### src/rtl/dot_chunk_feeder_pkg.sv
// Shared definitions for the dot-product feeder and its result collector:
// default geometry, FSM state encoding and chunk-count helpers.
package dot_chunk_feeder_pkg;

  localparam int DEF_ELEMENT_WIDTH    = 32;
  localparam int DEF_NO_OF_UNITS      = 8;
  localparam int DEF_CHUNK_ADDR_WIDTH = 5;
  localparam int DEF_FLUSH_BEATS      = 2;
  localparam int DEF_MAX_ELEMENTS     = DEF_NO_OF_UNITS << DEF_CHUNK_ADDR_WIDTH;

  localparam logic [2:0] ST_IDLE     = 3'd0;
  localparam logic [2:0] ST_FETCH    = 3'd1;
  localparam logic [2:0] ST_FLUSH    = 3'd2;
  localparam logic [2:0] ST_WAIT_FIN = 3'd3;
  localparam logic [2:0] ST_DONE     = 3'd4;

  // Number of chunks needed to cover num elements, den elements per chunk.
  function automatic logic [31:0] ceil_div(input logic [31:0] num, input logic [31:0] den);
    return (num + den - 32'd1) / den;
  endfunction

  // Element count limited to what the chunk RAMs can hold.
  function automatic logic [31:0] clamp_total(input logic [31:0] num, input logic [31:0] max_el);
    return (num > max_el) ? max_el : num;
  endfunction

endpackage

### src/rtl/dot_chunk_feeder_chunk_lane_mask.sv
// Zeroes every lane of a chunk whose global element index lies at or past
// the job's element count. Purely combinational.
module chunk_lane_mask
  import dot_chunk_feeder_pkg::*;
#(
  parameter int ELEMENT_WIDTH = DEF_ELEMENT_WIDTH,
  parameter int NO_OF_UNITS   = DEF_NO_OF_UNITS,
  parameter int IDX_W         = DEF_CHUNK_ADDR_WIDTH + 1
) (
  input  logic [IDX_W-1:0]                     i_chunk_idx,
  input  logic [31:0]                          i_total,
  input  logic [ELEMENT_WIDTH*NO_OF_UNITS-1:0] i_data,
  output logic [ELEMENT_WIDTH*NO_OF_UNITS-1:0] o_data
);

  logic [31:0] w_base;

  assign w_base = 32'(i_chunk_idx) * 32'(NO_OF_UNITS);

  generate
    for (genvar gi = 0; gi < NO_OF_UNITS; gi++) begin : g_lane
      assign o_data[gi*ELEMENT_WIDTH +: ELEMENT_WIDTH] =
        ((w_base + 32'(gi)) < i_total) ? i_data[gi*ELEMENT_WIDTH +: ELEMENT_WIDTH]
                                        : '0;
    end
  endgenerate

endmodule

### src/rtl/dot_chunk_feeder.sv
// Streams one matrix row and the operand vector, chunk by chunk, from the
// chunk RAMs to the dot-product stage, then two zero flush beats, then waits
// for the consumer's finish and pulses done.
// The beat presented is either the RAM data arriving this cycle (masked) or,
// after a stall, the single holding register. A read is issued only when the
// beat position will be free next cycle, so returned data is never dropped.
module dot_chunk_feeder
  import dot_chunk_feeder_pkg::*;
#(
  parameter int ELEMENT_WIDTH    = DEF_ELEMENT_WIDTH,
  parameter int NO_OF_UNITS      = DEF_NO_OF_UNITS,
  parameter int CHUNK_ADDR_WIDTH = DEF_CHUNK_ADDR_WIDTH,
  parameter int FLUSH_BEATS      = DEF_FLUSH_BEATS
) (
  input  logic                                 clk,
  input  logic                                 reset,
  input  logic                                 start,
  input  logic [31:0]                          total,
  input  logic                                 I_am_ready,
  input  logic                                 finish,
  output logic                                 mem_rd_en,
  output logic [CHUNK_ADDR_WIDTH-1:0]          mem_rd_addr,
  input  logic [ELEMENT_WIDTH*NO_OF_UNITS-1:0] row_rd_data,
  input  logic [ELEMENT_WIDTH*NO_OF_UNITS-1:0] vec_rd_data,
  output logic [ELEMENT_WIDTH*NO_OF_UNITS-1:0] first_row_plus_additional,
  output logic [ELEMENT_WIDTH*NO_OF_UNITS-1:0] vector2,
  output logic                                 outsider_read_now,
  output logic                                 busy,
  output logic                                 done,
  output logic                                 total_clamped
);

  localparam int BW       = ELEMENT_WIDTH * NO_OF_UNITS;
  localparam int CNT_W    = CHUNK_ADDR_WIDTH + 1;
  localparam int FW       = $clog2(FLUSH_BEATS + 1);
  localparam int MAX_ELEM = NO_OF_UNITS << CHUNK_ADDR_WIDTH;

  logic [2:0]                  r_state;
  logic [31:0]                 r_total;
  logic [CNT_W-1:0]            r_n_chunks;
  logic [CNT_W-1:0]            r_beat_cnt;
  logic [FW-1:0]               r_flush_cnt;
  logic                        r_fin_seen;
  logic                        r_clamped;
  logic [CHUNK_ADDR_WIDTH-1:0] r_rd_addr;
  logic                        r_rd_done;
  logic                        r_inflight;
  logic                        r_hold_valid;
  logic [BW-1:0]               r_hold_row;
  logic [BW-1:0]               r_hold_vec;

  logic [31:0]      w_total_cl;
  logic [CNT_W-1:0] w_n_chunks;
  logic             w_start_acc;
  logic             w_data_beat;
  logic             w_beat_valid;
  logic             w_xfer;
  logic             w_issue;
  logic             w_last_data;
  logic             w_last_flush;
  logic             w_last_addr;
  logic [BW-1:0]    w_row_masked;
  logic [BW-1:0]    w_vec_masked;

  assign w_total_cl  = clamp_total(total, 32'(MAX_ELEM));
  assign w_n_chunks  = CNT_W'(ceil_div(w_total_cl, 32'(NO_OF_UNITS)));
  assign w_start_acc = (r_state == ST_IDLE) && start;

  assign w_data_beat  = (r_state == ST_FETCH) && (r_hold_valid || r_inflight);
  assign w_beat_valid = w_data_beat || (r_state == ST_FLUSH);
  assign w_xfer       = w_beat_valid && I_am_ready;

  // Slot rule: the beat position is empty now, or it empties at this edge.
  assign w_issue = (r_state == ST_FETCH) && !r_rd_done && (r_n_chunks != '0) &&
                   (!w_data_beat || w_xfer);

  assign w_last_data  = (r_beat_cnt == (r_n_chunks - CNT_W'(1)));
  assign w_last_flush = (r_flush_cnt == FW'(FLUSH_BEATS - 1));
  assign w_last_addr  = (CNT_W'(r_rd_addr) == (r_n_chunks - CNT_W'(1)));

  // Chunk being presented is always the next one to transfer (in-order reads).
  chunk_lane_mask #(
    .ELEMENT_WIDTH(ELEMENT_WIDTH), .NO_OF_UNITS(NO_OF_UNITS), .IDX_W(CNT_W)
  ) u_row_mask (
    .i_chunk_idx(r_beat_cnt), .i_total(r_total), .i_data(row_rd_data), .o_data(w_row_masked)
  );

  chunk_lane_mask #(
    .ELEMENT_WIDTH(ELEMENT_WIDTH), .NO_OF_UNITS(NO_OF_UNITS), .IDX_W(CNT_W)
  ) u_vec_mask (
    .i_chunk_idx(r_beat_cnt), .i_total(r_total), .i_data(vec_rd_data), .o_data(w_vec_masked)
  );

  assign mem_rd_en                 = w_issue;
  assign mem_rd_addr               = r_rd_addr;
  assign outsider_read_now         = w_beat_valid;
  assign first_row_plus_additional = r_hold_valid ? r_hold_row : (r_inflight ? w_row_masked : '0);
  assign vector2                   = r_hold_valid ? r_hold_vec : (r_inflight ? w_vec_masked : '0);
  assign busy                      = (r_state != ST_IDLE);
  assign done                      = (r_state == ST_DONE);
  assign total_clamped             = r_clamped;

  // Job sequencing: accept start, count data and flush beats, await finish.
  always_ff @(posedge clk) begin
    if (!reset) begin
      r_state     <= ST_IDLE;
      r_total     <= '0;
      r_n_chunks  <= '0;
      r_beat_cnt  <= '0;
      r_flush_cnt <= '0;
      r_fin_seen  <= 1'b0;
      r_clamped   <= 1'b0;
    end else begin
      case (r_state)
        ST_IDLE: begin
          if (start) begin
            r_state     <= ST_FETCH;
            r_total     <= w_total_cl;
            r_n_chunks  <= w_n_chunks;
            r_clamped   <= (total > 32'(MAX_ELEM));
            r_beat_cnt  <= '0;
            r_flush_cnt <= '0;
            r_fin_seen  <= 1'b0;
          end
        end
        ST_FETCH: begin
          if (r_n_chunks == '0) begin
            r_state <= ST_DONE;
          end else if (w_xfer) begin
            if (w_last_data) r_state <= ST_FLUSH;
            else             r_beat_cnt <= r_beat_cnt + CNT_W'(1);
          end
        end
        ST_FLUSH: begin
          if (finish) r_fin_seen <= 1'b1;
          if (w_xfer) begin
            if (w_last_flush) r_state <= ST_WAIT_FIN;
            else              r_flush_cnt <= r_flush_cnt + FW'(1);
          end
        end
        ST_WAIT_FIN: begin
          if (finish || r_fin_seen) r_state <= ST_DONE;
        end
        ST_DONE: r_state <= ST_IDLE;
        default: r_state <= ST_IDLE;
      endcase
    end
  end

  // Read address generation; the address parks on the last chunk, never wraps.
  always_ff @(posedge clk) begin
    if (!reset) begin
      r_rd_addr  <= '0;
      r_rd_done  <= 1'b0;
      r_inflight <= 1'b0;
    end else begin
      r_inflight <= w_issue;
      if (w_start_acc) begin
        r_rd_addr <= '0;
        r_rd_done <= 1'b0;
      end else if (w_issue) begin
        if (w_last_addr) r_rd_done <= 1'b1;
        else             r_rd_addr <= r_rd_addr + CHUNK_ADDR_WIDTH'(1);
      end
    end
  end

  // Holding register: captures an arriving chunk the consumer did not take.
  always_ff @(posedge clk) begin
    if (!reset) begin
      r_hold_valid <= 1'b0;
      r_hold_row   <= '0;
      r_hold_vec   <= '0;
    end else if (w_xfer) begin
      r_hold_valid <= 1'b0;
    end else if (r_inflight && !r_hold_valid) begin
      r_hold_valid <= 1'b1;
      r_hold_row   <= w_row_masked;
      r_hold_vec   <= w_vec_masked;
    end
  end

endmodule
### config.mk
export PLATFORM = sky130hd
export DESIGN_NAME = dot_chunk_feeder
export DESIGN_NICKNAME = d
export VERILOG_FILES = /design/src/rtl/dot_chunk_feeder_pkg.sv /design/src/rtl/dot_chunk_feeder_chunk_lane_mask.sv /design/src/rtl/dot_chunk_feeder.sv
export SDC_FILE = /design/constraint.sdc
export NUM_CORES = 1
export LEC_CHECK = 0
export ABC_AREA = 1
export BUFFER_PORTS_ARGS = -buffer_cell sky130_fd_sc_hd__buf_2
export CAP_MARGIN = 0
export CORE_AREA = 2 2 418 420
export DETAILED_ROUTE_END_ITERATION = 16
export DIE_AREA = 0 0 420 422
export PLACE_DENSITY = 0.35
export SLEW_MARGIN = 30
export SYNTH_ARGS = -nofsm -noshare
export SYNTH_HDL_FRONTEND = slang
export SYNTH_SLANG_ARGS = --single-unit
### constraint.sdc
create_clock -name clk -period 3.07 [get_ports clk]
set_input_delay 0.4605 -clock clk [delete_from_list [all_inputs] [get_ports clk]]
set_output_delay 0.4605 -clock clk [all_outputs]
set_load 0.01 [all_outputs]
==> impl_metrics.env <==
export IMPL_fin_util_pct=25.9
export IMPL_die_w_um=420
export IMPL_finalSetupViolations=484
export IMPL_worst_r2r_cell_count=15
export IMPL_synthCells=3864
export IMPL_root_buffer="clkbuf_16"
export IMPL_hold_start="row_rd_data[85]"
export IMPL_reg2reg_from="r_n_chunks[0]$_SDFFE_PN0P_"
export IMPL_dr_pass1_iters=5
export IMPL_wirelength_met1_um=66100
export IMPL_endpoint_kind="output pin"
export IMPL_synth_compound_area_share_pct=30.4
export IMPL_p_leak_nw=19.1
export IMPL_seq_area_frac_synth_pct=43.4
export IMPL_power_internal_mw=15.1
export IMPL_synth_async_reset_ratio_pct=0
export IMPL_tightest_slew_ns=0.764
export IMPL_rsz0062_at_grt="true"
export IMPL_hp_class="primary input to flop"
export IMPL_synthTopCellsByArea="dfxtp_1 (43%), o21ai_0 (18%), nand2_1 (16%)"
export IMPL_cts_tree="yes"
export IMPL_p_switching_mw=6.07
export IMPL_maxCapViolCount=0
export IMPL_path_clk_slew_ns=0.05
export IMPL_fin_area_um2=44800
export IMPL_ys_warn_count=0
export IMPL_dieArea_um2=177000
export IMPL_remaining_drc_errors=0
export IMPL_num_io_pins=1071
export IMPL_ant_nets=0
export IMPL_clock_power_share_pct=46.0
export IMPL_slew_headroom_pct=48.6
export IMPL_wirelength_um=150000
export IMPL_vias=32500
export IMPL_seq_area_um2=11400
export IMPL_ys_flop_type="dfxtp_1"
export IMPL_syn_avg_cell_area_um2=6.82
export IMPL_layout_drive_gt1_share_pct=33.8
export IMPL_numCtsBuffers=82
export IMPL_swShare_pct=28.7
export IMPL_critPathMaxFanout=15
export IMPL_drv_slew=0
export IMPL_synth_top_area_cell="dfxtp_1"
export IMPL_power_frac_seq_pct=36.9
export IMPL_multiInputGateArea_um2=15100
export IMPL_p_comb_share_pct=17.0
export IMPL_top_layer_used="met5"
export IMPL_drt_iter0_drc=1991
export IMPL_clock_latency_ns=0.69
export IMPL_clockBufferDepth=3
export IMPL_grt_max_degree=111
export IMPL_hold_viol=0
export IMPL_worstSetupPathType="flop to output pin"
export IMPL_syn_nets=4424
export IMPL_fin_cells=7666
export IMPL_wl_per_cell_um=19.6
export IMPL_grt_pass1_wl_um=208000
export IMPL_reg2reg_slack_ns=0.59
export IMPL_cts_sinks=571
export IMPL_cp_arrival_ns=2.84
export IMPL_synth_top_cells_by_count="nand2_1 (1115), o21ai_0 (952), dfxtp_1 (571)"
export IMPL_synth_cell_types=33
export IMPL_r2r_end="r_beat_cnt[2]$_SDFFE_PN0P_"
export IMPL_holdPathEnd="r_hold_row[85]$_SDFFE_PN0P_"
export IMPL_cp_required_ns=2.61
export IMPL_synth_mux_area_share_pct=0
export IMPL_synth_fa_ha_area_share_pct=0.522
export IMPL_start_util_pct=15.2
export IMPL_num_rows=153
export IMPL_p_total_mw=21.2
export IMPL_die_h_um=422
export IMPL_placed_cell_area_um2=34600
export IMPL_synth_edf_count=0
export IMPL_core_area_um2=173000
export IMPL_clock_skew_final_ns=0.0348
export IMPL_final_nets=5828
export IMPL_met3_length_um=9310
export IMPL_violations="setup timing"
export IMPL_wl_met2_um=70600
export IMPL_htreeDepth=3
export IMPL_crit_path_start_kind="flop"
export IMPL_post_dp_hpwl_um=100000
export IMPL_synthSimpleGateAreaFrac_pct=18.5
export IMPL_grt_total_usage_pct=15.6
export IMPL_pre_cts_slack_ns=0.210
export IMPL_vdd_drop_max_v=0.000391
export IMPL_status="finished, violations left"
export IMPL_synthXorXnorAreaFrac_pct=0.366
export IMPL_timing_final_ws_setup_ns=-0.235
export IMPL_syn_cell_area_um2=26400
export IMPL_synth_top_area_share_pct=43.4
export IMPL_antenna_found_initial=19
export IMPL_fillers=19300
export IMPL_io_buffers=1070
export IMPL_place_congestion=0.938
export IMPL_ys_ff_latch=571
export IMPL_fmax_ghz=0.303
export IMPL_period_needed_ns=3.31
export IMPL_min_period_over_period_pct=108
export IMPL_synth_most_common_cell="nand2_1"
export IMPL_synth_top_family_by_area="compound AO/OA/AOI/OAI gates"
export IMPL_dpl_cell_count=7042
export IMPL_grt_pass1_vias=31100
export IMPL_holdPathStages=3
export IMPL_pwr_density_cell_nw_per_um2=473
export IMPL_grt_ovfl_total=0
export IMPL_viasPerCell=4.24
export IMPL_areaGrowthSynthToFinish_pct=69.9
==> critical path, stage by stage, from the launching register on <==
cell and delay (ns):
dfxtp_2 0.32, inv_2 0.04, ha_4 0.27, nand2_4 0.05, buf_6 0.11, nor2_4 0.19, a21oi_2 0.09, o21ai_2 0.18
nand2_4 0.16, buf_12 0.19, clkbuf_16 0.19, nand2_1 0.09, o21ai_0 0.09, buf_2 0.18
==> stage by stage <==
step / setup TNS (ns) / hold WS, ns
floorplan: 0 / 0.408
global placement: 0 / 0.417
detailed placement: 0 / 0.418
CTS: -152.24 / 0.00000178
global route: -144.63 / 0.0244
finish: -53.01 / 0.0688
==> cell type report <==
cell class              count  area share, %
clock inverters            12          0.430
multi-input cells        2880           33.7
clock buffers             131           5.65
well taps                2325           6.50
diodes                     14         0.0782
flip-flops and latches    571           25.5
repair buffers           1656           27.5
inverters                  77          0.651
==> power by group through the flow <==
stage	clock network, mW	registers (mW)	logic (mW)
after floorplan	0	7.94	1.13
after global placement	0	7.97	2.33
after detailed placement	0	7.97	2.33
after CTS	10.1	7.81	3.17
after global routing	10.4	7.85	3.90
final	9.75	7.82	3.61
==> routing by layer <==
layer | up-vias | GRT usage (%)
met1 | 15500 | 19.9
li1 | 15900 | -
met4 | 4 | 5.57
met5 | - | 0
met3 | 183 | 3.41
met2 | 941 | 25.5
==> worst max-delay path by stage <==
stage	from	to	slack (ns)
2_1_floorplan	r_beat_cnt[2]$_SDFFE_PN0P_	first_row_plus_additional[132]	0.71
3_3_place_gp	r_total[5]$_SDFFE_PN0P_	first_row_plus_additional[6]	0.16
3_5_place_dp	r_total[7]$_SDFFE_PN0P_	vector2[251]	0.21
4_1_cts	r_total[5]$_SDFFE_PN0P_	vector2[65]	-0.40
5_1_grt	r_total[7]$_SDFFE_PN0P_	first_row_plus_additional[110]	-0.39
6_report	r_total[7]$_SDFFE_PN0P_	first_row_plus_additional[110]	-0.24
==> state kept, by name, summed over array words and instances, names as in the netlist <==
signal and count:
r_hold_row 256, r_hold_vec 256, r_total 32, r_beat_cnt 6
r_n_chunks 6, mem_rd_addr 5, r_state 3, r_flush_cnt 2
r_fin_seen 1, r_hold_valid 1, r_inflight 1, r_rd_done 1
total_clamped 1
==> cell families after synthesis <==
logic type,Yosys count
compound gates,1595
simple gates,1261
buf+inv,415
xor+xnor,11
flops,571
fa+ha+maj,11
==> layout by cell type, fill, tap and decap left out, drive strengths merged, types with 5 or more instances in the layout <==
cell	netlist	layout
buf	162	1272
nand2	1124	1126
o21ai	1051	1051
dfxtp	571	571
a21oi	532	532
dlygate4sd3	0	368
clkbuf	176	147
nor2	79	79
inv	76	77
nand3	27	27
diode	0	14
nand4	13	13
nor3	12	12
ha	11	11
clkinv	1	8
xor2	6	6
o22ai	5	5
xnor2	5	5
==> timing repair <==
item	4_1_cts	5_1_grt
gates cloned	14	17
hold buffers	368	0
setup endpoints to repair	513	513
setup buffers	31	45
resized for setup	362	552
hold endpoints to repair	368	0
pin swaps	31	61
No activity file was read; power rests on OpenSTA's default activity.
